**src/rtl/hall_pkg.sv**
```systemverilog
// rtl/hall_pkg.sv - Hall commutation sequence, step decode and saturating add helpers
package hall_pkg;

    typedef enum logic [1:0] {
        STEP_NONE = 2'd0,
        STEP_FWD  = 2'd1,
        STEP_REV  = 2'd2,
        STEP_ILL  = 2'd3
    } step_t;

    // Forward commutation order; reverse is the same ring walked backwards.
    localparam logic [2:0] HALL_S0 = 3'b001;
    localparam logic [2:0] HALL_S1 = 3'b011;
    localparam logic [2:0] HALL_S2 = 3'b010;
    localparam logic [2:0] HALL_S3 = 3'b110;
    localparam logic [2:0] HALL_S4 = 3'b100;
    localparam logic [2:0] HALL_S5 = 3'b101;

    function automatic logic code_legal(input logic [2:0] c);
        return (c != 3'b000) && (c != 3'b111);
    endfunction

    function automatic logic [2:0] fwd_next(input logic [2:0] c);
        case (c)
            HALL_S0: return HALL_S1;
            HALL_S1: return HALL_S2;
            HALL_S2: return HALL_S3;
            HALL_S3: return HALL_S4;
            HALL_S4: return HALL_S5;
            HALL_S5: return HALL_S0;
            default: return 3'b000;
        endcase
    endfunction

    function automatic step_t step_decode(input logic [2:0] prev, input logic [2:0] s);
        if (!code_legal(s))            return STEP_ILL;
        if (s == prev)                 return STEP_NONE;
        if (fwd_next(prev) == s)       return STEP_FWD;
        if (fwd_next(s) == prev)       return STEP_REV;
        return STEP_ILL;
    endfunction

    // Symmetric clamp: the most negative code is never produced.
    function automatic int sat_add(input int acc, input int delta, input int width);
        int lim;
        int sum;
        lim = (1 << (width - 1)) - 1;
        sum = acc + delta;
        if (sum > lim)  return lim;
        if (sum < -lim) return -lim;
        return sum;
    endfunction

endpackage

```
**src/rtl/hall_channel.sv**
```systemverilog
// rtl/hall_channel.sv - one Hall channel: synchroniser, step decode, accumulator, flags
module hall_channel
    import hall_pkg::*;
#(
    parameter int CNT_W    = 8,
    parameter int SYNC_STG = 2
) (
    input  logic             clk,
    input  logic             rst_n,
    input  logic [2:0]       h,
    input  logic             clr,
    input  logic             term,
    output logic [CNT_W-1:0] speed,
    output logic             dir,
    output logic             fault
);

    logic [2:0]              sync_q [SYNC_STG];
    logic [2:0]              s;
    logic [2:0]              prev;
    logic                    primed;
    logic signed [CNT_W-1:0] acc;
    logic signed [CNT_W-1:0] acc_next;
    step_t                   st;
    int                      delta;
    int                      acc_sum;

    always_ff @(posedge clk or negedge rst_n) begin
        if (!rst_n) begin
            for (int i = 0; i < SYNC_STG; i++) sync_q[i] <= 3'b000;
        end else begin
            sync_q[0] <= h;
            for (int i = 1; i < SYNC_STG; i++) sync_q[i] <= sync_q[i-1];
        end
    end

    assign s = sync_q[SYNC_STG-1];

    always_comb begin
        st      = primed ? step_decode(prev, s) : STEP_NONE;
        delta   = 0;
        if (st == STEP_FWD) delta = 1;
        if (st == STEP_REV) delta = -1;
        acc_sum  = sat_add(int'(acc), delta, CNT_W);
        acc_next = acc_sum[CNT_W-1:0];
    end

    // Priming waits for a legal code so the zeroed synchroniser never looks like a fault.
    always_ff @(posedge clk or negedge rst_n) begin
        if (!rst_n) begin
            primed <= 1'b0;
            prev   <= 3'b000;
            acc    <= '0;
            speed  <= '0;
            dir    <= 1'b0;
            fault  <= 1'b0;
        end else if (clr) begin
            primed <= 1'b0;
            acc    <= '0;
            speed  <= '0;
            dir    <= 1'b0;
            fault  <= 1'b0;
        end else begin
            if (!primed) begin
                if (code_legal(s)) begin
                    prev   <= s;
                    primed <= 1'b1;
                end
            end else begin
                case (st)
                    STEP_FWD: begin
                        prev <= s;
                        dir  <= 1'b1;
                    end
                    STEP_REV: begin
                        prev <= s;
                        dir  <= 1'b0;
                    end
                    STEP_ILL: begin
                        fault <= 1'b1;
                        if (code_legal(s)) prev <= s;
                    end
                    default: ;
                endcase
            end
            if (term) begin
                speed <= acc_next;
                acc   <= '0;
            end else begin
                acc   <= acc_next;
            end
        end
    end

endmodule

```
**src/rtl/hall_speed_meter.sv**
```systemverilog
// rtl/hall_speed_meter.sv - multi-channel Hall speed/direction meter with fixed gate window
module hall_speed_meter
    import hall_pkg::*;
#(
    parameter int NCH      = 4,
    parameter int CNT_W    = 8,
    parameter int GATE_CYC = 3500000,
    parameter int GATE_W   = 22,
    parameter int SYNC_STG = 2
) (
    input  logic                 CLK,
    input  logic                 RST,
    input  logic [3*NCH-1:0]     H,
    input  logic                 clr,
    output logic [NCH*CNT_W-1:0] speed,
    output logic [NCH-1:0]       dir,
    output logic [NCH-1:0]       fault,
    output logic                 valid
);

    localparam logic [GATE_W-1:0] TERM_CNT = GATE_W'(GATE_CYC - 1);

    logic [GATE_W-1:0] win_cnt;
    logic              term;

    assign term = (win_cnt == TERM_CNT);

    always_ff @(posedge CLK or negedge RST) begin
        if (!RST) begin
            win_cnt <= '0;
            valid   <= 1'b0;
        end else if (clr) begin
            win_cnt <= '0;
            valid   <= 1'b0;
        end else begin
            valid   <= term;
            win_cnt <= term ? '0 : win_cnt + 1'b1;
        end
    end

    for (genvar i = 0; i < NCH; i++) begin : g_ch
        hall_channel #(
            .CNT_W    (CNT_W),
            .SYNC_STG (SYNC_STG)
        ) u_ch (
            .clk   (CLK),
            .rst_n (RST),
            .h     (H[3*i +: 3]),
            .clr   (clr),
            .term  (term),
            .speed (speed[CNT_W*i +: CNT_W]),
            .dir   (dir[i]),
            .fault (fault[i])
        );
    end

endmodule
```
**config.mk**
```make
export PLATFORM = sky130hd
export DESIGN_NAME = hall_speed_meter
export DESIGN_NICKNAME = d
export VERILOG_FILES = /design/src/rtl/hall_pkg.sv /design/src/rtl/hall_channel.sv /design/src/rtl/hall_speed_meter.sv
export SDC_FILE = /design/constraint.sdc
export NUM_CORES = 1
export LEC_CHECK = 0
export BUFFER_PORTS_ARGS = -buffer_cell sky130_fd_sc_hd__buf_2
export CORE_ASPECT_RATIO = 0.7
export CORE_MARGIN = 4
export CORE_UTILIZATION = 25
export CTS_BUF_LIST = sky130_fd_sc_hd__clkbuf_16
export CTS_CLUSTER_DIAMETER = 80
export CTS_CLUSTER_SIZE = 40
export DETAILED_ROUTE_END_ITERATION = 8
export SLEW_MARGIN = 10
export SYNTH_ARGS = -nofsm -noshare
export SYNTH_HDL_FRONTEND = slang
export SYNTH_SLANG_ARGS = --single-unit
```
**constraint.sdc**
```tcl
create_clock -name CLK -period 10.21 [get_ports CLK]
set_clock_uncertainty 0.05 [all_clocks]
set_input_delay 0 -clock CLK [delete_from_list [all_inputs] [get_ports CLK]]
set_output_delay 0 -clock CLK [all_outputs]
set_load 0.005 [all_outputs]
```
==> flow_metrics.tcl <==
set metrics [dict create \
    cts_sinks 135 \
    dieArea_um2 42580 \
    finalWirelength_um 24750 \
    worstPathMaxFanout 19 \
    slew_violations 0 \
    wl_per_cell_um 15.31 \
    cellLeakagePower_nw 4.975 \
    worst_pin_slew_ps 1197 \
    fin_crit_ps 6704 \
    drtPass1Iterations 5 \
    endpoint_kind "flip-flop" \
    yosysSeqAreaShare 0.3439 \
    dpl.hpwl_um 17900 \
    detail-route-antenna-nets 0 \
    ir_worst_vdd_v 0.0001240 \
    syn_inst 1030 \
    cts_max_level 4 \
    start_util 0.2546 \
    clk_path_buf_depth 2 \
    portBuffers 55 \
    syn-num-nets 1154 \
    fin_setup_tns_ps 0 \
    grt_max_degree 73 \
    path_class "flip-flop to flip-flop" \
    antenna_found_initial 0 \
    instances_no_fill 1617 \
    hold_viol_final 0 \
    gr-total-overflow 0 \
    io_pins 56 \
    gp_congestion 0.8758 \
    final_cell_mix "dfrtp_1 (135), nor2_1 (77), a21oi_1 (70), nand2_1 (67), inv_1 (62)" \
    syn_area_per_cell_um2 9.537 \
    drcViolationCount 0 \
    final_core_util 0.2937 \
    rows 60 \
    clkSlewWorstSetupHoldPaths_ps 60 \
    dr_total_vias 7859 \
    synth-edff-count 0 \
    syn2layout_area_growth_pct 15.36 \
    grt_pass1_vias 7606 \
    synth-warning-count 0 \
    grt_pass1_wl_um 41140 \
    status "complete, no violations" \
    dieHeight_um 173.8 \
    r2r_slack_ps 3510 \
    ys_types 79 \
    core_um2 38590 \
    dp.cells 1572 \
    crit_arrival_ps 6970 \
    ys_seq_elements 135 \
    die_w_um 244.9 \
    synthFlopType "dfrtp_1" \
    drive_gt1_frac 0.1073 \
    routed_via_density 4.860 \
    dr.first_iter.drc_count 576 \
    grt_usage 0.1190 \
    power-per-cell-area_nw_per_um2 160.9 \
    fmax_mhz 149.2 \
    layout_commonest_cell "dfrtp_1" \
    hold_path.class "input port to flip-flop" \
    syn_area_um2 9823 \
    numCtsBuffers 17 \
    nNetsFinal 1201 \
    num_antenna_cells 0 \
    clk_latency_ps 430 \
    setup_viol 0 \
    startpoint_type "flip-flop" \
    period_share 0.6566 \
    cts_root_buf "clkbuf_16" \
    cts_tree "done" \
    worstPathRequired_ps 10470 \
    rsz0062_at_grt "false" \
    drv_cap 0 \
    slew-limit-headroom 0.1965 \
    async_reset_ff_frac 1.000 \
]
==> worst max-delay path, cell delays in order (launching register included) <==
cell	delay (ps)
dfrtp_1	520
nor2b_1	270
a21oi_1	70
o311a_1	300
o21a_1	220
inv_1	90
ha_1	140
buf_4	300
inv_1	240
fa_1	490
nor2b_1	210
o211ai_1	140
a21boi_0	500
o21ai_0	180
nor2b_1	200
fa_1	510
nor4bb_1	460
nand3_1	150
nor4_1	720
o221a_2	460
a21oi_1	100
a211o_1	270
==> kinds of logic (layout without fill, tap and decap cells) <==
kind of cell               count (synthesis)  count (layout)  share of synthesized area
xor gates and xnor gates                  31              31                    0.02764
and+or+nand+nor                          364             364                     0.2037
DFF                                      135             135                     0.3439
buffers and inverters                    110             170                    0.04560
adders and majority gates                109             109                     0.1847
muxes                                      6               6                   0.006114
AOI/OAI and AO/OA                        275             275                     0.1884
==> power by group <==
part	internal [mW]	total (mW)	switching, mW
registers	0.574	0.626	0.0523
logic	0.234	0.585	0.352
clock network	0.360	0.613	0.252
total	1.17	1.82	0.656
==> registers in the layout (all words and copies together) (netlist names) <==
register	cells
g_ch.u_ch.fault	4
g_ch.u_ch.dir	4
win_cnt	22
valid	1
g_ch.u_ch.acc	32
g_ch.u_ch.prev	12
g_ch.u_ch.speed	32
g_ch.u_ch.sync_q	12
g_ch.u_ch.primed	4
g_ch.u_ch.s	12
==> stage by stage <==
stage | hold slack (ps) | total power, mW | setup WS [ps] | area, um2
detailed placement | -7.604 | 1.208 | 3627 | 10620
floorplan | -345.6 | 1.062 | 4329 | 9823
global placement | -11.54 | 1.206 | 3813 | 10620
CTS | 42.27 | 1.841 | 3603 | 11330
global route | 53.09 | 1.958 | 3094 | 11330
finish | 50.99 | 1.824 | 3506 | 11330
==> cell type report <==
| class | instances | area [um2] |
|---|---|---|
| clock buffers | 17 | 425.4 |
| clock inverters | 15 | 157.7 |
| fillers | 4052 | 27250 |
| inverters | 60 | 225.2 |
| multi-input cells | 785 | 6000 |
| flip-flops and latches | 135 | 3378 |
| well taps | 527 | 659.4 |
| repair buffers | 78 | 486.7 |
==> layer usage <==
layer,GRT usage,part of all wire
met5,0,0
met4,0.03112,0.015
met3,0.03324,0.052
met2,0.1701,0.43
met1,0.1759,0.50
==> path summary, 6_finish.rpt <==
| check | endpoint | startpoint | cells past startpoint |
|---|---|---|---|
| worst max-delay path | g_ch[1].u_ch.speed[1] | g_ch[1].u_ch.s[0] | 21 |
| worst min-delay path | g_ch[3].u_ch.primed | clr | 3 |
| worst max register to register | g_ch[1].u_ch.speed[1] | g_ch[1].u_ch.s[0] | 21 |
| worst min register to register | g_ch[1].u_ch.s[0] | g_ch[1].u_ch.sync_q[3] | 0 |
| max in group asynchronous | g_ch[0].u_ch.prev[2] | RST | 3 |
| min in group asynchronous | g_ch[2].u_ch.primed | RST | 2 |
==> cells in the mapped netlist (10+ instances only) <==
master,n,area (um2)
a211oi_1,14,105.1
a21o_1,16,120.1
a21oi_1,70,350.3
and3_1,11,68.82
clkbuf_1,33,123.9
dfrtp_1,135,3378
fa_1,60,1201
ha_1,49,613.1
inv_1,60,225.2
nand2_1,67,251.5
nand2b_1,24,150.1
nand3_1,45,225.2
nor2_1,78,292.8
nor2b_1,16,100.1
nor3_1,19,95.09
nor4_1,14,87.58
nor4bb_1,12,120.1
o211ai_1,19,142.6
o21a_1,12,90.09
o21ai_0,55,275.3
or3_1,17,106.4
xnor2_1,10,87.58
xor2_1,21,183.9
==> repair_timing <==
| item | CTS | global route |
|---|---|---|
| hold buffers | 13 | 0 |
| gates resized for setup | 0 | 0 |
| hold endpoints to repair | 75 | 0 |
| setup buffers | 0 | 0 |
Power figures use the tool's default switching activity.
